<file path="src/rtl/cpu_decode_pkg.sv">
// Shared decode constants for the moxie decode stage: internal op codes,
// encoding-form selection and the per-op register/operand enable table.
package cpu_decode_pkg;

    localparam int OPC_W = 6;
    typedef logic [OPC_W-1:0] op_t;

    // Form-1 ops keep their moxie major opcode; forms 2/3 live above 0x2F.
    localparam op_t OP_BAD   = 6'h00;
    localparam op_t OP_LDI_L = 6'h01;
    localparam op_t OP_MOV   = 6'h02;
    localparam op_t OP_JSRA  = 6'h03;
    localparam op_t OP_RET   = 6'h04;
    localparam op_t OP_ADD_L = 6'h05;
    localparam op_t OP_LDA_L = 6'h08;
    localparam op_t OP_STA_L = 6'h09;
    localparam op_t OP_LD_L  = 6'h0A;
    localparam op_t OP_ST_L  = 6'h0B;
    localparam op_t OP_LDO_L = 6'h0C;
    localparam op_t OP_STO_L = 6'h0D;
    localparam op_t OP_CMP   = 6'h0E;
    localparam op_t OP_JMPA  = 6'h1A;
    localparam op_t OP_AND   = 6'h26;
    localparam op_t OP_SUB_L = 6'h29;
    localparam op_t OP_OR    = 6'h2B;
    localparam op_t OP_XOR   = 6'h2E;
    localparam op_t OP_INC   = 6'h30;
    localparam op_t OP_DEC   = 6'h31;
    localparam op_t OP_GSR   = 6'h32;
    localparam op_t OP_SSR   = 6'h33;
    localparam op_t OP_BEQ   = 6'h34;
    localparam op_t OP_BLEU  = 6'h3D;
    localparam int  NUM_COND = 10;

    typedef enum logic [1:0] {
        FORM_1 = 2'b00,
        FORM_2 = 2'b10,
        FORM_3 = 2'b11
    } form_e;

    typedef struct packed {
        logic ra_re;
        logic rb_re;
        logic we;
        logic has_operand;
    } op_en_t;

    function automatic form_e form_of(input logic [1:0] hi);
        if (!hi[1]) return FORM_1;
        if (!hi[0]) return FORM_2;
        return FORM_3;
    endfunction

    function automatic op_t f1_op(input logic [6:0] code);
        op_t op;
        op = OP_BAD;
        case (code)
            7'h01, 7'h02, 7'h03, 7'h04, 7'h05, 7'h08, 7'h09, 7'h0A, 7'h0B,
            7'h0C, 7'h0D, 7'h0E, 7'h1A, 7'h26, 7'h29, 7'h2B, 7'h2E: op = code[5:0];
            default: op = OP_BAD;
        endcase
        return op;
    endfunction

    function automatic op_en_t op_en(input op_t op);
        op_en_t e;
        e = '0;
        case (op)
            OP_LDI_L, OP_LDA_L:                      e = '{1'b0, 1'b0, 1'b1, 1'b1};
            OP_MOV, OP_LD_L:                         e = '{1'b0, 1'b1, 1'b1, 1'b0};
            OP_JSRA, OP_JMPA:                        e = '{1'b0, 1'b0, 1'b0, 1'b1};
            OP_ADD_L, OP_AND, OP_SUB_L, OP_OR, OP_XOR: e = '{1'b1, 1'b1, 1'b1, 1'b0};
            OP_STA_L:                                e = '{1'b1, 1'b0, 1'b0, 1'b1};
            OP_ST_L, OP_CMP:                         e = '{1'b1, 1'b1, 1'b0, 1'b0};
            OP_LDO_L:                                e = '{1'b0, 1'b1, 1'b1, 1'b1};
            OP_STO_L:                                e = '{1'b1, 1'b1, 1'b0, 1'b1};
            OP_INC, OP_DEC:                          e = '{1'b1, 1'b0, 1'b1, 1'b0};
            OP_GSR:                                  e = '{1'b0, 1'b0, 1'b1, 1'b0};
            OP_SSR:                                  e = '{1'b1, 1'b0, 1'b0, 1'b0};
            default:                                 e = '0;
        endcase
        return e;
    endfunction

endpackage

</file>
<file path="src/rtl/cpu_scoreboard.sv">
// Pending-write scoreboard: one bit per register, set when a writer leaves
// decode, cleared by writeback or by a downstream flush.
module cpu_scoreboard #(
    parameter int NREGS  = 16,
    parameter int RIDX_W = 4
) (
    input  logic              clk_i,
    input  logic              rst_n_i,
    input  logic              set_en,
    input  logic [RIDX_W-1:0] set_idx,
    input  logic              clr_en,
    input  logic [RIDX_W-1:0] clr_idx,
    input  logic              clr_all,
    output logic [NREGS-1:0]  busy
);

    logic [NREGS-1:0] pend, pend_nxt;

    // A new writer outranks the retiring one; a pipeline flush outranks both.
    always_comb begin
        pend_nxt = pend;
        if (clr_en)  pend_nxt[clr_idx] = 1'b0;
        if (set_en)  pend_nxt[set_idx] = 1'b1;
        if (clr_all) pend_nxt = '0;
    end

    always_ff @(posedge clk_i or negedge rst_n_i) begin
        if (!rst_n_i) pend <= '0;
        else          pend <= pend_nxt;
    end

    assign busy = pend;

endmodule

</file>
<file path="src/rtl/cpu_decode_sb.sv">
// Moxie decode stage with valid/ready on both sides, flush, illegal-op flag
// and a scoreboard that stalls RAW/WAW hazards. One cycle of latency.
module cpu_decode_sb
    import cpu_decode_pkg::*;
#(
    parameter int NREGS     = 16,
    parameter int RIDX_W    = 4,
    parameter int OPERAND_W = 32,
    parameter int OP_W      = 6
) (
    input  logic                 clk_i,
    input  logic                 rst_n_i,
    input  logic                 flush_i,
    input  logic                 sb_clear_i,
    input  logic                 in_valid_i,
    output logic                 in_ready_o,
    input  logic [15:0]          opcode_i,
    input  logic [OPERAND_W-1:0] operand_i,
    output logic                 out_valid_o,
    input  logic                 out_ready_i,
    output logic [OP_W-1:0]      op_o,
    output logic [RIDX_W-1:0]    riA_o,
    output logic [RIDX_W-1:0]    riB_o,
    output logic                 rA_re_o,
    output logic                 rB_re_o,
    output logic                 we_o,
    output logic [RIDX_W-1:0]    widx_o,
    output logic [OPERAND_W-1:0] operand_o,
    output logic                 illegal_o,
    input  logic                 wb_valid_i,
    input  logic [RIDX_W-1:0]    wb_idx_i
);

    op_t                  d_op;
    op_en_t               d_en;
    logic [RIDX_W-1:0]    d_ria, d_rib;
    logic [OPERAND_W-1:0] d_operand;
    logic [NREGS-1:0]     sb_busy, busy;
    logic                 hazard, fire_in, fire_out;

    always_comb begin
        d_op      = OP_BAD;
        d_ria     = '0;
        d_rib     = '0;
        d_operand = '0;
        case (form_of(opcode_i[15:14]))
            FORM_1: begin
                d_op  = f1_op(opcode_i[14:8]);
                d_ria = RIDX_W'(opcode_i[7:4]);
                d_rib = RIDX_W'(opcode_i[3:0]);
                if (op_en(d_op).has_operand) d_operand = operand_i;
            end
            FORM_2: begin
                d_op      = OP_INC + op_t'(opcode_i[13:12]);
                d_ria     = RIDX_W'(opcode_i[11:8]);
                d_operand = OPERAND_W'(opcode_i[7:0]);
            end
            FORM_3: begin
                if (int'(opcode_i[13:10]) < NUM_COND) d_op = OP_BEQ + op_t'(opcode_i[13:10]);
                d_operand = {{(OPERAND_W-11){opcode_i[9]}}, opcode_i[9:0], 1'b0};
            end
            default: d_op = OP_BAD;
        endcase
        d_en = op_en(d_op);
    end

    // The held writer counts as busy before it reaches the scoreboard.
    always_comb begin
        busy = sb_busy;
        if (out_valid_o && we_o) busy[widx_o] = 1'b1;
    end

    assign hazard = (d_en.ra_re & busy[d_ria]) | (d_en.rb_re & busy[d_rib])
                  | (d_en.we & busy[d_ria]);

    // Nothing is accepted while reset is held.
    assign in_ready_o = rst_n_i & (!out_valid_o | out_ready_i) & !hazard & !flush_i;
    assign fire_in    = in_valid_i & in_ready_o;
    assign fire_out   = out_valid_o & out_ready_i;

    always_ff @(posedge clk_i or negedge rst_n_i) begin
        if (!rst_n_i) begin
            out_valid_o <= 1'b0;
            op_o        <= '0;
            riA_o       <= '0;
            riB_o       <= '0;
            rA_re_o     <= 1'b0;
            rB_re_o     <= 1'b0;
            we_o        <= 1'b0;
            widx_o      <= '0;
            operand_o   <= '0;
            illegal_o   <= 1'b0;
        end else begin
            if (flush_i)       out_valid_o <= 1'b0;
            else if (fire_in)  out_valid_o <= 1'b1;
            else if (fire_out) out_valid_o <= 1'b0;
            if (fire_in) begin
                op_o      <= OP_W'(d_op);
                riA_o     <= d_ria;
                riB_o     <= d_rib;
                rA_re_o   <= d_en.ra_re;
                rB_re_o   <= d_en.rb_re;
                we_o      <= d_en.we;
                widx_o    <= d_en.we ? d_ria : '0;
                operand_o <= d_operand;
                illegal_o <= (d_op == OP_BAD);
            end
        end
    end

    cpu_scoreboard #(
        .NREGS  (NREGS),
        .RIDX_W (RIDX_W)
    ) u_sb (
        .clk_i   (clk_i),
        .rst_n_i (rst_n_i),
        .set_en  (fire_out & we_o & !flush_i),
        .set_idx (widx_o),
        .clr_en  (wb_valid_i),
        .clr_idx (wb_idx_i),
        .clr_all (sb_clear_i),
        .busy    (sb_busy)
    );

endmodule

</file>
<file path="config.mk">
export PLATFORM = sky130hd
export DESIGN_NAME = cpu_decode_sb
export DESIGN_NICKNAME = d
export VERILOG_FILES = /design/src/rtl/cpu_decode_pkg.sv /design/src/rtl/cpu_scoreboard.sv /design/src/rtl/cpu_decode_sb.sv
export SDC_FILE = /design/constraint.sdc
export NUM_CORES = 1
export LEC_CHECK = 0
export BUFFER_PORTS_ARGS = -buffer_cell sky130_fd_sc_hd__buf_4
export CAP_MARGIN = 25
export CORE_AREA = 4 4 102 104
export CTS_CLUSTER_DIAMETER = 30
export DETAILED_ROUTE_END_ITERATION = 12
export DIE_AREA = 0 0 106 108
export PLACE_DENSITY = 0.79
export SLEW_MARGIN = 20
export SYNTH_ARGS = -nofsm -noshare
export SYNTH_HDL_FRONTEND = slang
export SYNTH_SLANG_ARGS = --single-unit
</file>
<file path="constraint.sdc">
create_clock -name clk_i -period 7.4 [get_ports clk_i]
set_input_delay 0.37 -clock clk_i [delete_from_list [all_inputs] [get_ports clk_i]]
set_output_delay 0.37 -clock clk_i [all_outputs]
set_load 0.1 [all_outputs]
</file>
* Yosys cells after proc, flatten, opt, wreduce, memory -nomap -nowiden
Memories as Yosys holds them, arrays and structs flattened.
Cells that the tools add are included.
W data, S select, Z words.
** Word-level totals
- Register bits :: 71
- Bits in read-only memories :: 512
- Input port bits :: 59
- Logic and storage cells :: 99
- Memories kept :: 2
** Cells by class
- Add/sub/neg operators :: 2
- Magnitude comparators :: 7
- Equality and inequality tests :: 19
- Multiplexer cells :: 31
- Bitwise operators :: 17
- Reductions and logical operators :: 10
** Memories
- (no name shown) :: words 64, bits a word 4, rd ports 1, clocked after memory_dff 0, wr ports 0, RTL line cpu_decode_pkg.sv:68 : case (op)
- (no name shown) :: words 64, bits a word 4, rd ports 1, clocked after memory_dff 0, wr ports 0, RTL line cpu_decode_pkg.sv:68
** Operator list (count)
- $pmux W32 S3 :: 1
- $mux W16 :: 4
- $eq A7 B4 Y1 const B :: 7
- $mux W32 :: 1
- $or A16 B16 Y16 :: 2
- $eq A7 B6 Y1 const B :: 4
- $lt A4 B5 Y1 const B :: 4
- $mux W6 :: 3
- $pmux W6 S3 :: 1
- $reduce_or A17 Y1 :: 1
- $and A16 B16 Y16 :: 1
- $not A16 Y16 :: 1
- $eq A7 B2 Y1 const B :: 2
- $eq A7 B3 Y1 const B :: 2
- $and A1 B1 Y1 :: 10
- $mux W1 :: 10
- $bmux W1 S4 :: 2
- $demux W1 S4 :: 2
- $ge A4 B1 Y1 const B :: 2
- $mux W2 :: 4
- $mux W4 :: 2
- $pmux W4 S2 :: 1
- $eq A7 B1 Y1 const B :: 1
- $eq A7 B5 Y1 const B :: 1
- other kinds (10) :: 17

* Depth between registers and ports, before layout
Gate-level depths: netlist of run 1.
- Word-level depth :: 17
- Mapped depth :: 16
- Depth with buffers taken out :: 15

* By module
Synthesis of run 1 repeated with hierarchy kept, for this count alone.
** Second synthesis, totals
- Cell total of the unflattened synthesis :: 494
- Area, all modules :: 4824.6 µm²
** By module, submodules not included
- cpu_decode_sb :: times used 1, cells an instance 424, area each 4065.1 µm², seq. area each 1376.3 µm²
- cpu_scoreboard :: times used 1, cells an instance 70, area each 759.5 µm², seq. area each 400.4 µm²

* Worst setup path before layout of run 1
Ideal clock, no wire load.
- Path type :: input-to-output
- Start :: input opcode_i[12]
- End :: output in_ready_o
- Data arrival time :: 4.656 ns
- Setup slack :: 2.374 ns
- Cell stages on the path :: 14
- Path buffers :: 1
- Cells stage by stage :: inv_1 -> ha_1 -> and4b_1 -> a31oi_1 -> a31oi_1 -> nor2_1 -> inv_1 -> ha_1 -> o21ai_0 -> a31oi_1 -> o21ai_0 -> a41oi_4 -> clkbuf_1 -> nor3_1
** On the way
- Word-level cells in the longest chain between the ends :: 12
- Elaborated cells between the ends (all ways) :: 34
- Those cells by class :: add/sub: 2; order compare: 1; eq/ne: 17; mux: 4; bitwise: 7; reduce/logical: 2; memory: 1
** RTL lines
- start, declared :: RTL line cpu_decode_sb.sv:17 : input logic [15:0] opcode_i,
- $eq A7 B1 Y1 (tied with other cells) :: RTL line cpu_decode_pkg.sv:57 : case (code)
- $reduce_or A17 Y1 :: RTL line cpu_decode_pkg.sv:57
- $mux W6 :: RTL line cpu_decode_pkg.sv:57
- $mux W6 :: RTL line cpu_decode_sb.sv:46 : case (form_of(opcode_i[15:14]))
- $pmux W6 S3 * :: RTL line cpu_decode_sb.sv:46
- via d_op[0] :: RTL line cpu_decode_sb.sv:34 : op_t d_op;
- $mem_v2 Z64 W4 *
- $and A1 B1 Y1 :: RTL line cpu_decode_sb.sv:73 : assign hazard = (d_en.ra_re & busy[d_ria]) | (d_en.rb_re & busy[d_rib])
- $or A1 B1 Y1 :: RTL line cpu_decode_sb.sv:73
- $or A1 B1 Y1 * :: RTL line cpu_decode_sb.sv:74 : | (d_en.we & busy[d_ria]);
- $logic_not A1 Y1 * :: RTL line cpu_decode_sb.sv:77 : assign in_ready_o = rst_n_i & (!out_valid_o | out_ready_i) & !hazard & !flush_i;
- $and A1 B1 Y1 * (2 in series) :: RTL line cpu_decode_sb.sv:77
- end, declared :: RTL line cpu_decode_sb.sv:16 : output logic in_ready_o,
Mark *: on every way through the listed nets, which the timed path passes. The rest lies on a longest branch. The select of a mux whose other input is x is not followed.

* Worst setup path after layout of run 1
- Start :: input opcode_i[12]
- End :: register operand_o[5]
** On the way
- Word-level cells in the longest chain between the ends :: 13
- Elaborated cells between the ends (all ways) :: 39
- Those cells by class :: add/sub: 2; order compare: 1; eq/ne: 17; mux: 7; bitwise: 8; reduce/logical: 2; memory: 2
** RTL lines
- $eq A7 B1 Y1 (tied with other cells) :: RTL line cpu_decode_pkg.sv:57
- $reduce_or A17 Y1 :: RTL line cpu_decode_pkg.sv:57
- $mux W6 :: RTL line cpu_decode_pkg.sv:57
- $mux W6 :: RTL line cpu_decode_sb.sv:46
- $pmux W6 S3 * :: RTL line cpu_decode_sb.sv:46
- via d_op[1] :: RTL line cpu_decode_sb.sv:34
- $mem_v2 Z64 W4 *
- $and A1 B1 Y1 :: RTL line cpu_decode_sb.sv:73
- $or A1 B1 Y1 :: RTL line cpu_decode_sb.sv:73
- $or A1 B1 Y1 * :: RTL line cpu_decode_sb.sv:74
- $logic_not A1 Y1 * :: RTL line cpu_decode_sb.sv:77
- $and A1 B1 Y1 * (2 in series) :: RTL line cpu_decode_sb.sv:77
- $and A1 B1 Y1 * :: RTL line cpu_decode_sb.sv:78 : assign fire_in = in_valid_i & in_ready_o;
- end signal, assigned :: RTL line cpu_decode_sb.sv:105 : operand_o <= d_operand;
- end, declared :: RTL line cpu_decode_sb.sv:28 : output logic [OPERAND_W-1:0] operand_o,
Marks and branches as above.
A chain may end at the register's enable or synchronous reset.

==> results.txt, run 1 <==
- Grouping stages by cell kind, the critical path spends the most delay in compound AO/OA/AOI/OAI gates.
* Number of placement rows: 36
- After synthesis, the mean cell area works out to 9.21 um2.
- Data arrives at the worst endpoint at 4.69 ns.
* CTS Hold Bufs: 0
* Cell chosen for the clock root: clkbuf_8
* Share of the yosys chip area belonging to registers: 0.385
- In this run the worst path has a maximum fanout of 25.
* Insertion delay of the later-clocked pin in the worst-skew pair: 0.37 ns
- Summed over all failing endpoints, the final setup total negative slack is 0 ns.
- Synth Cell Area: 4620 um2
- Post-DR wirelength/cell: 18.0 um
- The first global-routing pass estimated 21.6 mm of wire.
- Cell with the most instances after synthesis: dfrtp_1
- Cell count of the worst hold path: 2
- Yosys warning total: 0
- Counting flops with an async set or reset pin after synthesis yields a share of 1.00.
* Final setup fails: 0
- Post-detailed-route DRC marker count: 0
* Endpoint class of the critical path: flop
- In the post-route analysis, the smallest setup slack over all paths is 2.96 ns.
- On the final layout, the worst clock skew is 0.00787 ns.
- Maximum level of the CTS H-tree: 3
* Critical R2R Capture: operand_o[5]
- Aggregate routed wire length: 13.3 mm
- For this run, the post-layout net count is 669.
- At the worst endpoint, the required time is 7.66 ns.
* Antenna viol nets, final: 0
- Sorting the synthesized cells by area gives the leading types as dfrtp_1, mux2i_1, a21oi_1, mux2_4, o21ai_0.
- The number of gates resized after CTS was 0.
- Last weighted congestion value of the routability-driven placer: 0.965
* Initial Util: 0.483
- The number of pins exceeding their max-slew limit in the final report came to 0.
* Fraction of layout cells with a size suffix above 1: 0.276
* Proportion of netlist area held by the largest area contributor: 0.385
- 115 I/O pins were placed.
* Achievable frequency: 225 MHz
* Area overhead of the layout relative to synthesis: 25.2%
- The analysis attributes to cell leakage a power of 2.62 nW.
- Number of buffers inserted during clock tree synthesis: 9
- The first detailed-routing pass ran for 6 iterations.
- Initial drt markers: 231
- Max-slew headroom: 0.407
- Summing over every cut layer, the via total after detailed routing is 4258.
- TritonCTS clock tree: done
- The die covers 11400 um2.
* Commonest register cell after synthesis: dfrtp_1
* Leading area contributor after synthesis: dfrtp_1
- Per-cell via count in the routed design: 5.76
- The number of antenna violations at the first check in global routing came to 0.
- DPL Wire Length: 9.97 mm
* GRT Util Overall: 0.236
* Synthesized net count: 569
- For hold timing, the worst endpoint is out_valid_o.
* Type of the tightest min-delay check: primary input to flop
- The floorplan step set the die width to 106 um.
* Count of cells along the worst register-to-register path: 11
- The critical path contains buffers and inverters numbering 5 combined.
* Synth top cells by count: dfrtp_1, a21oi_1, o21ai_0
- Die height: 108 um
* Netlist cell types: 64
- Fill cells in the final layout number 867.
* Flop-to-flop setup slack: 3.73 ns
- 0 antenna diodes ended up in the layout.
- The total overflow left after global routing is 0.
- Clock sink count: 71
- Of the available clock period, the critical path in the final layout requires 0.599.
- Clock-pin slew was measured on the worst setup and hold paths at 0.08 ns.
- The tool flagged a number of max-cap violations equal to 0.
* Vias in the first global route: 4199
- Worst Setup Path Type: primary input to flop
* Startpoint of the tightest hold check path: flush_i
* Startpoint Class: primary input
* Max stage delay on crit path: 0.49 ns
* Number of enable flip-flop cells after synthesis: 0
- Total count of hold-check failures in the final report: 0
- Maximum ir drop on the vdd rail: 0.000146 V
* Placed cell count: 723
- Maximum clock path buffer count: 2
- Number of port buffers: 114
- The signal on the critical path passes through buf_4, inv_1, ha_1, and4b_1, a31oi_1, a31oi_1, a21oi_1, inv_1, ha_1, o311ai_0, o22ai_1, a22oi_1, o21ai_2, nor2_4, buf_12, buf_4, mux2_4.
- Setup repair after global routing left no endpoint under its margin.
- Entering global routing, the biggest net connects 72 pins.
- The startpoint identified for the worst register-to-register timing path is widx_o[0].
- The routed design could run at a clock period as short as 4.44 ns.
- Number of standard cells in the layout, taps in and fillers out: 739
* Power density of the placed cells: 294 nW/um2
- Actual transition at the worst max-transition pin: 0.890 ns
- Pre-CTS setup slack: 2.67 ns
* Register bit count reported by yosys: 71
* Floorplan core area: 9550 um2
- The flow ran to the end, and the final reports show no timing, DRC or antenna violations.
* # Post-CTS Setup Buffers: 0
- The slowest stage of the critical path belongs to the cell nor2_4.
- Cell count after synthesis: 501
[cells by family after synthesis]
family | share of synthesized area
AOI/OAI and AO/OA | 0.232
xor gates and xnor gates | 0.00759
adders and majority gates | 0.0244
buffers and inverters | 0.0613
DFF | 0.385
muxes | 0.148
and+or+nand+nor | 0.142
[per-stage QoR]
step | power (mW) | util | hold WS [ns] | cell area [um2]
after global routing | 1.76 | 0.605 | 0.217 | 5780
after floorplan | 1.14 | - | 0.0744 | 4620
final | 1.70 | 0.605 | 0.216 | 5780
after CTS | 1.71 | 0.605 | 0.206 | 5780
after global placement | 1.33 | 0.577 | 0.495 | 5510
after detailed placement | 1.34 | 0.581 | 0.501 | 5550
[placed cells by master (no fill, tap or decap), types with 3 or more instances in the layout]
cell type,count
o211ai_1,3
inv_1,37
mux2_4,17
xnor2_1,4
o221ai_1,5
mux2_2,5
nor2_1,21
ha_1,9
nand3b_1,4
o31ai_1,9
a31oi_1,7
dfrtp_1,71
nand2b_1,7
buf_4,116
o41ai_1,3
clkbuf_8,9
o22ai_1,4
o21a_1,3
nand3_1,17
nor3_1,4
a22o_1,4
mux2i_1,37
nand2_1,33
o21ai_0,45
a21o_1,3
nor2b_1,11
a21oi_1,59
and3_1,6
[worst reg2reg max path: cells and delay by family (launching register included)]
family / cells / cell delay, ns
AO/OA/AOI/OAI: 4 / 1.30
multiplexers: 1 / 0.31
buffers and inverters: 2 / 0.48
flip-flops: 1 / 0.63
AND/OR/NAND/NOR: 4 / 0.84
[sequential cells by signal, indices dropped and copies added, names as in the netlist]
| signal | cells |
|---|---|
| u_sb.busy | 16 |
| riB_o | 4 |
| op_o | 6 |
| illegal_o | 1 |
| operand_o | 32 |
| rB_re_o | 1 |
| widx_o | 4 |
| out_valid_o | 1 |
| riA_o | 4 |
| we_o | 1 |
| rA_re_o | 1 |
[power by group]
group	switching, mW	internal [mW]	total, mW
logic	0.632	0.193	0.825
clock network	0.170	0.194	0.364
registers	0.0572	0.451	0.508
total	0.859	0.838	1.70
[layer usage]
layer	routed length, um	vias to the layer above	GRT usage
li1	-	2019	-
met1	5580	2068	0.304
met2	6620	140	0.393
met3	710	31	0.0394
met4	393	0	0.101
met5	0	-	0
[how the worst max path moves through the flow]
stage,from,endpoint,slack [ns],cells after the start
floorplan,opcode_i[12],in_ready_o,2.37,14
global placement,opcode_i[12],operand_o[6],2.43,16
detailed placement,opcode_i[12],operand_o[5],2.67,17
CTS,opcode_i[12],operand_o[5],3.04,17
global route,opcode_i[12],operand_o[5],2.69,17
finish,opcode_i[12],operand_o[5],2.96,17
[area by class of cell]
| type | count | area, um2 | area share |
|---|---|---|---|
| clock inverters | 7 | 105 | 0.0182 |
| well taps | 133 | 166 | 0.0288 |
| multi-input cells | 363 | 2560 | 0.442 |
| flip-flops and latches | 71 | 1780 | 0.308 |
| repair buffers | 118 | 906 | 0.157 |
| inverters | 38 | 143 | 0.0247 |
| clock buffers | 9 | 124 | 0.0214 |
No activity file was read; power rests on OpenSTA's default activity.
==> run 2, diff against run 1 <==
Clock period 7.4 ns to 4.6 ns, I/O delays scaled along.
==> run 2 against run 1 <==
Non-clock buffer count unchanged. Flip-flop and latch count is the same. Clock skew grew 0.0068 ns. Clock power increased by 28%. Critical path type is now primary input to output pin. Highest routed layer unchanged.
==> results.txt, run 2 (same netlist as run 1, synthesis figures left out) <==
- Maximum level of the CTS H-tree: 3 (unchanged)
- RSZ-0062 raised after global routing: false
- Antenna viol nets, final: 0 (unchanged)
* Number of port buffers: 114 (unchanged)
- Post-detailed-route DRC marker count: 0 (unchanged)
- The area after detailed placement is 5550 um2 (about the same).
- Combinational Power Share: 0.509 (+0.023)
* Die Footprint: 11400 um2 (unchanged)
- The number of pins exceeding their max-slew limit in the final report came to 0 (unchanged).
* Endpoint class of the critical path: output pin
- # Post-CTS Setup Buffers: 0 (unchanged)
- The number of diodes added for antenna fixing is 0 (unchanged).
* Internal portion of total power: 1.25 mW (+49%)
- Max-slew headroom: 0.405 (-0.00219)
- The worst setup path is launched from a primary input.
* Worst Setup Path Type: primary input to output pin
- The wire length after detailed routing was 13.1 mm (-1.6%).
* Last weighted congestion value of the routability-driven placer: 0.927 (-4.0%)
- The number of placement rows is 36 (unchanged).
- Switching power summed over all nets: 1.37 mW (+59%)
* Commonest non-fill, non-tap cells in the layout: buf_4, dfrtp_1, a21oi_1
- The switching power share of the total was 0.522 (+0.0157).
- The final clock skew is 0.0147 ns (+0.00685 ns).
* Initial drt markers: 361 (+56%)
* Maxcap violations: 0 (unchanged)
- The source-to-sink clock delay at the later pin of the worst-skew pair is 0.35 ns (-0.02 ns).
- The die span in y was 108 um (unchanged).
- Clock network fraction of total power: 0.178 (-0.036)
- The average detailed-routed wire length per instance was 17.7 um (-1.6%).
- The number of antenna violations at the first check in global routing came to 0 (unchanged).
- Global routing's busiest layer: met2
- Maximum clock path buffer count: 2 (unchanged)
- The average vias per placed instance is 5.85 (+1.6%).
* Total count of hold-check failures in the final report: 0 (unchanged)
* Fraction of layout cells with a size suffix above 1: 0.279 (+0.00330)
- Final std cell area, no fill: 5730 um2 (-0.84%)
* Outcome: finished clean
- Area overhead of the layout relative to synthesis: 24.1%
- Counting flops per register, the top entry is operand_o.
- TritonCTS clock tree: done
- The power density relative to cell area was 457 nW/um2 (+55%).
* Final net count: 669 (unchanged)
* Achievable frequency: 269 MHz
- The largest fanout on the critical path was 9 (-64%).
- Sequential fraction of design power: 0.313 (+0.013)
- The library cell used most frequently in the layout, excluding fill and tap cells, is buf_4.
- Post-CTS Resized: 0 (unchanged)
- Met2 Track Usage GR: 0.377 (-0.0168)
* Final period demand of the worst path: 3.72 ns
* GRT Util Overall: 0.228 (-0.00775)
* Die Width: 106 um (unchanged)
- Maximum ir drop on the vdd rail: 0.000197 V (+35%)
- Ports: 115 (unchanged)
- Endpoint arrival time on the critical path: 3.49 ns (-1.20 ns)
- Maximum number of pins on one net before global-route repair: 72 (unchanged)
* M3 GR Usage: 0.0549 (+0.0155)
- The core area came to 9550 um2 (unchanged).
- Final critical-path share of the clock period: 0.809
- The detailed-router iteration count before antenna repair was 7 (+1).
- The number of endpoints failing setup at the final stage is 0 (unchanged).
* Vias in the first global route: 4157 (-1.0%)
- Summed negative setup slack over all endpoints: 0 ns (unchanged)
* Via count: 4325 (+1.6%)
* Number of buffers inserted during clock tree synthesis: 9 (unchanged)
- Actual transition at the worst max-transition pin: 0.893 ns (+0.00329 ns)
* First-pass GRT wire length: 20.8 mm (-3.6%)
* Initial Util: 0.483 (unchanged)
- LEAKAGE: 2.60 nW (-0.82%)
- The total congestion overflow after global routing was 0 (unchanged).
- Type of the tightest min-delay check: primary input to flop
* Cell chosen for the clock root: clkbuf_8
- Clock sink count: 71 (unchanged)
- The total half-perimeter wirelength after legalization and detailed placement is 9.79 mm (-1.9%).
- Endpoint required time on the critical path: 4.37 ns (-3.29 ns)
- CTS Hold Bufs: 0 (unchanged)
- The flip-flop count of the largest register after layout is 32 (unchanged).
* Clock transition at path regs: 0.07 ns (about the same)
- The global routing met1 resource utilization came to 0.294 (-0.0101).
-- run 2: changes by cell type in the layout (fill, tap and decap cells not counted), sizes merged --
| cell | previous run | this run |
|---|---|---|
| clkinv | 2 | 3 |
| bufinv | 2 | 0 |
| clkbuf | 9 | 10 |
-- run 2: cell type report --
class | count | area, um2
Inverter | 38 | 143
Clock buffer | 10 | 138
Fill cell | 840 | 3820
Clock inverter | 6 | 43.8
Timing Repair Buffer | 118 | 898
Sequential cell | 71 | 1780
Multi-Input combinational cell | 363 | 2560
Tap cell | 133 | 166
-- run 2: power groups by stage --
stage,Combinational (mW),Clock (mW),Sequential [mW]
after floorplan,0.293,0,1.55
after CTS,1.33,0.477,0.818
after global placement,1.32,0,0.825
final,1.33,0.467,0.819
after global routing,1.38,0.504,0.832
after detailed placement,1.33,0,0.829
-- run 2: layer usage --
metal	wire [um]	up-vias
met5	0	-
met4	311	0
met3	971	25
met2	6390	191
met1	5410	2089
li1	-	2020
-- run 2: final timing paths --
check | from | endpoint | slack (ns) | depth (start not counted)
max in group asynchronous | rst_n_i | rB_re_o | 3.88 | 2
worst max-delay path | opcode_i[12] | in_ready_o | 0.88 | 15
min in group asynchronous | rst_n_i | operand_o[29] | 0.15 | 2
worst min-delay path | flush_i | out_valid_o | 0.09 | 2
worst min register to register | op_o[3] | op_o[3] | 0.52 | 1
worst max register to register | widx_o[0] | operand_o[1] | 1.77 | 10
-- run 2: stage by stage --
| step | hold WS, ns | cells | util | setup slack (ns) | power (mW) |
|---|---|---|---|---|---|
| after global placement | 0.446 | 723 | 0.581 | 0.814 | 2.14 |
| final | 0.0895 | 739 | 0.600 | 0.876 | 2.62 |
| after global routing | 0.0827 | 739 | 0.600 | 0.637 | 2.72 |
| after CTS | 0.0724 | 739 | 0.600 | 0.931 | 2.63 |
| after floorplan | -0.0656 | 501 | - | 0.699 | 1.84 |
| after detailed placement | 0.444 | 723 | 0.581 | 0.647 | 2.16 |
-- run 2: critical path, cell delays in order --
cell      delay [ns]
buf_4           0.13
inv_1           0.11
ha_1            0.27
and4b_1         0.22
a31oi_1         0.29
a31oi_1         0.16
a21oi_1         0.32
inv_1           0.16
ha_1            0.23
o311ai_0        0.34
o22ai_1         0.13
a22oi_1         0.35
nor2_1          0.13
nor3_2          0.12
buf_4           0.31
==> run 3, diff against run 2 <==
Settings changed: ABC_AREA set to 1, CORE_AREA 4 4 102 104 to 4 4 103 105, DIE_AREA 0 0 106 108 to 0 0 107 109.
Clock period 4.6 ns to 3.7 ns, I/O delays scaled along.
==> run 3 against run 2 <==
Worst setup slack got worse by 0.55 ns. Critical path type unchanged. Clock power rose by 78%. Flip-flop and latch count is the same. Largest power group unchanged. Wire length is 7.1% higher. Hold slack got worse by 0.045 ns. Core utilization grew 1.3 points. Final cell count rose by 19%.
==> results.txt, run 3 <==
- The wire length after detailed routing came to 14.0 mm (+7.1%).
* Setup clock skew after layout: 0.0144 ns (-0.000344 ns)
- Synth top cells by count: nand2_1, dfrtp_1, inv_1
- Max stage delay on crit path: 0.35 ns (about the same)
- Max-slew headroom: 0.407 (+0.00224)
* Vias in the first global route: 4678 (+13%)
- The post-synthesis sequential area ratio was 0.373 (-0.0123).
- Post-detailed-route DRC marker count: 0 (unchanged)
* Summed negative setup slack over all endpoints: 0 ns (unchanged)
- The number of sinks driven by the clock tree came to 71 (unchanged).
* Floorplan core area: 9640 um2 (+0.94%)
- Antenna fix cells: 0 (unchanged)
- The weighted congestion at the end of routability-driven global placement came to 0.974 (+5.1%).
- The run finished with clean final reports.
- The number of nets produced by synthesis was 708 (+24%).
* Number of placement rows: 36 (unchanged)
* Leading area contributor after synthesis: dfrtp_1
- Startpoint Class: primary input
- Critical path buffer and inverter count: 7 (+3)
- Total placed instance area: 5620 um2 (+1.4%)
- Cell chosen for the clock root: clkbuf_8
- The total global routing track utilization was 0.241 (+0.0130).
- The average detailed-routed wire length per instance was 15.9 um (-10%).
- Register bit count reported by yosys: 71 (unchanged)
- Leaving out fill and tap cells, the most frequent cell in the layout is nand2_1.
- The total setup buffers inserted after CTS came to 0 (unchanged).
* Endpoint required time on the critical path: 3.51 ns (-0.86 ns)
- The worst register-to-register path begins at widx_o[3].
- The die outline area was 11700 um2 (+1.9%).
- The largest individual stage delay along the critical path comes from the cell o21ai_1.
- The number of enable flip-flop cells after synthesis is 0 (unchanged).
- The average footprint of a synthesized cell came to 7.45 um2 (-19%).
* Initial drt markers: 371 (+2.8%)
- The die span in y came to 109 um (+0.93%).
- Maximum clock path buffer count: 2 (unchanged)
- Area overhead of the layout relative to synthesis: 23.8%
- In the layout the commonest cells are nand2_1, buf_4, dfrtp_1.
* Type of the tightest min-delay check: primary input to asynchronous set/reset pin
* Most area-consuming cells after synthesis: dfrtp_1, nand2_1, nand4_1, inv_1, nand3_1
- The final non-filler cell area came to 5900 um2 (+3.1%).
- LEAKAGE: 3.09 nW (+19%)
* Cell count after synthesis: 640 (+28%)
- The smallest clock period supported by the final layout is computed as 3.37 ns.
- The flip-flop count of the largest register after layout was 32 (unchanged).
- DPL Wire Length: 10.2 mm (+4.4%)
* Per-cell via count in the routed design: 5.61 (-4.1%)
* Number of port buffers: 114 (unchanged)
- The detailed-router iteration count before antenna repair was 5 (-2).
- The critical path is of the primary input to output pin type.
- Final critical-path share of the clock period: 0.912
- Maximum level of the CTS H-tree: 3 (unchanged)
- More flip-flops sit in one register than any other, and that register is operand_o.
* Final net count: 809 (+21%)
* Achievable frequency: 296 MHz
* Max-slew violation count: 0 (unchanged)
- The fraction of final layout cells with drive strength greater than 1 came to 0.256 (-0.0228).
- Maximum ir drop on the vdd rail: 0.000248 V (+26%)
* Antenna viol nets, final: 0 (unchanged)
- Source of the critical timing path: opcode_i[12]
- Synth Cell Area: 4770 um2 (+3.3%)
- Most frequent cell on the critical path: nand2_1
- Ports: 115 (unchanged)
- The total design power came to 3.11 mW (+19%).
- Worst Path Max Fanout: 17 (+8)
* Share of synthesized registers carrying an async set or reset: 1.00 (unchanged)
* Antenna violations before repair: 0 (unchanged)
- Via count: 4934 (+14%)
* Number of buffers inserted during clock tree synthesis: 9 (unchanged)
- Endpoint class of the critical path: output pin
* Cell-by-cell listing of the critical path: buf_4, inv_1, ha_1, nand2_1, clkinv_1, nand3_1, nand2_1, inv_2, nand2_4, nand2_1, o21ai_1, inv_1, ha_1, nand2_1, nand3_1, nand3_1, nand2_1, a21oi_4, buf_4, and2_1, buf_4
* Cell with the most instances after synthesis: nand2_1
- The number of hold-slack violations in the final timing report came to 0 (unchanged).
- First-pass GRT wire length: 22.6 mm (+8.4%)
- Power density of the placed cells: 527 nW/um2 (+15%)
* Commonest register cell after synthesis: dfrtp_1
- Proportion of netlist area held by the largest area contributor: 0.373 (-0.0123)
- The largest net degree at the start of global routing was 72 (unchanged).
* Maxcap violations: 0 (unchanged)
- The CTS clock-pin slew for the worst setup and hold paths came to 0.08 ns (about the same).
* Actual transition at the worst max-transition pin: 0.890 ns (-0.00337 ns)
- Initial Util: 0.495 (+0.0113)
- The number of warnings printed during yosys synthesis is 0 (unchanged).
* Final global-route overflow total: 0 (unchanged)
- Insertion delay of the later-clocked pin in the worst-skew pair: 0.36 ns (about the same)
- The width of the chip came to 107 um (+0.94%).
- Netlist cell types: 41 (-36%)
- RSZ-0062 raised after global routing: false
- The arrival time at the worst endpoint was 3.19 ns (-0.30 ns).
* Gate family responsible for the most delay along the worst path: buffers and inverters
* Flop-to-flop setup slack: 1.02 ns (-0.75 ns)
- TritonCTS clock tree: done
- Final setup fails: 0 (unchanged)
==> run 3: cell types whose count changed after synthesis, sizes merged, moves of 8 or more <==
cell | before | now
mux2i | 37 | 0
o31ai | 10 | 2
inv | 38 | 78
nor2b | 12 | 0
nand2 | 33 | 181
mux2 | 22 | 0
a31o | 1 | 9
a21oi | 59 | 28
nand4 | 2 | 62
buf | 11 | 23
nand3 | 17 | 55
==> run 3: repair_timing <==
item,4_1_cts,5_1_grt
resized for setup,0,0
hold buffers,1,0
hold endpoints to repair,1,0
==> run 3: final cells by class <==
type | instances | area [um2]
fillers | 862 | 3740
repair buffers | 125 | 941
inverters | 79 | 297
clock inverters | 7 | 145
clock buffers | 9 | 124
multi-input cells | 455 | 2450
flip-flops and latches | 71 | 1780
well taps | 133 | 166
==> run 3: path summary, 6_finish.rpt <==
| check | end | cells past startpoint |
|---|---|---|
| max in group asynchronous | operand_o[25] | 2 |
| setup reg to reg | operand_o[16] | 13 |
| hold reg to reg | operand_o[30] | 2 |
| setup / recovery | in_ready_o | 21 |
| min in group clk_i | u_sb.busy[12] | 2 |
| hold / removal | u_sb.busy[0] | 2 |
==> run 3: cells by family after synthesis <==
| family | after synthesis | share of synthesized area |
|---|---|---|
| and+or+nand+nor | 334 | 0.340 |
| buffers and inverters | 114 | 0.113 |
| AOI/OAI and AO/OA | 112 | 0.151 |
| adders and majority gates | 9 | 0.0236 |
| DFF | 71 | 0.373 |
==> run 3: metal layers <==
metal	vias to the layer above	wire, um	track usage
li1	2368	-	-
met1	2271	5620	0.302
met2	240	6830	0.401
met3	55	1000	0.0403
met4	0	558	0.128
met5	-	0	0
==> run 3: power breakdown <==
group | switching (mW) | total, mW | internal [mW]
registers | 0.0669 | 0.938 | 0.872
clock network | 0.315 | 0.833 | 0.518
logic | 1.07 | 1.34 | 0.271
==> run 3: stage by stage <==
step	worst slack, ns	util	hold slack [ns]	cells
after global placement	0.467	0.583	0.387	862
after floorplan	0.510	-	-0.111	640
final	0.326	0.612	0.0448	879
after global routing	0.0653	0.612	0.116	879
after CTS	0.366	0.612	0.0758	879
after detailed placement	0.297	0.583	0.385	862
==> run 3: worst reg2reg max path, cell delays in order (launching register included) <==
cell and delay, ns:
dfrtp_1 0.44, nor2_1 0.51, nand2_1 0.10, o21bai_1 0.28
nand2_1 0.09, o211ai_1 0.08, nand2_1 0.07, o21ai_1 0.15
o21a_1 0.17, nand2_4 0.09, nand3_4 0.16, buf_4 0.28
nand2_1 0.10, nand2_1 0.09
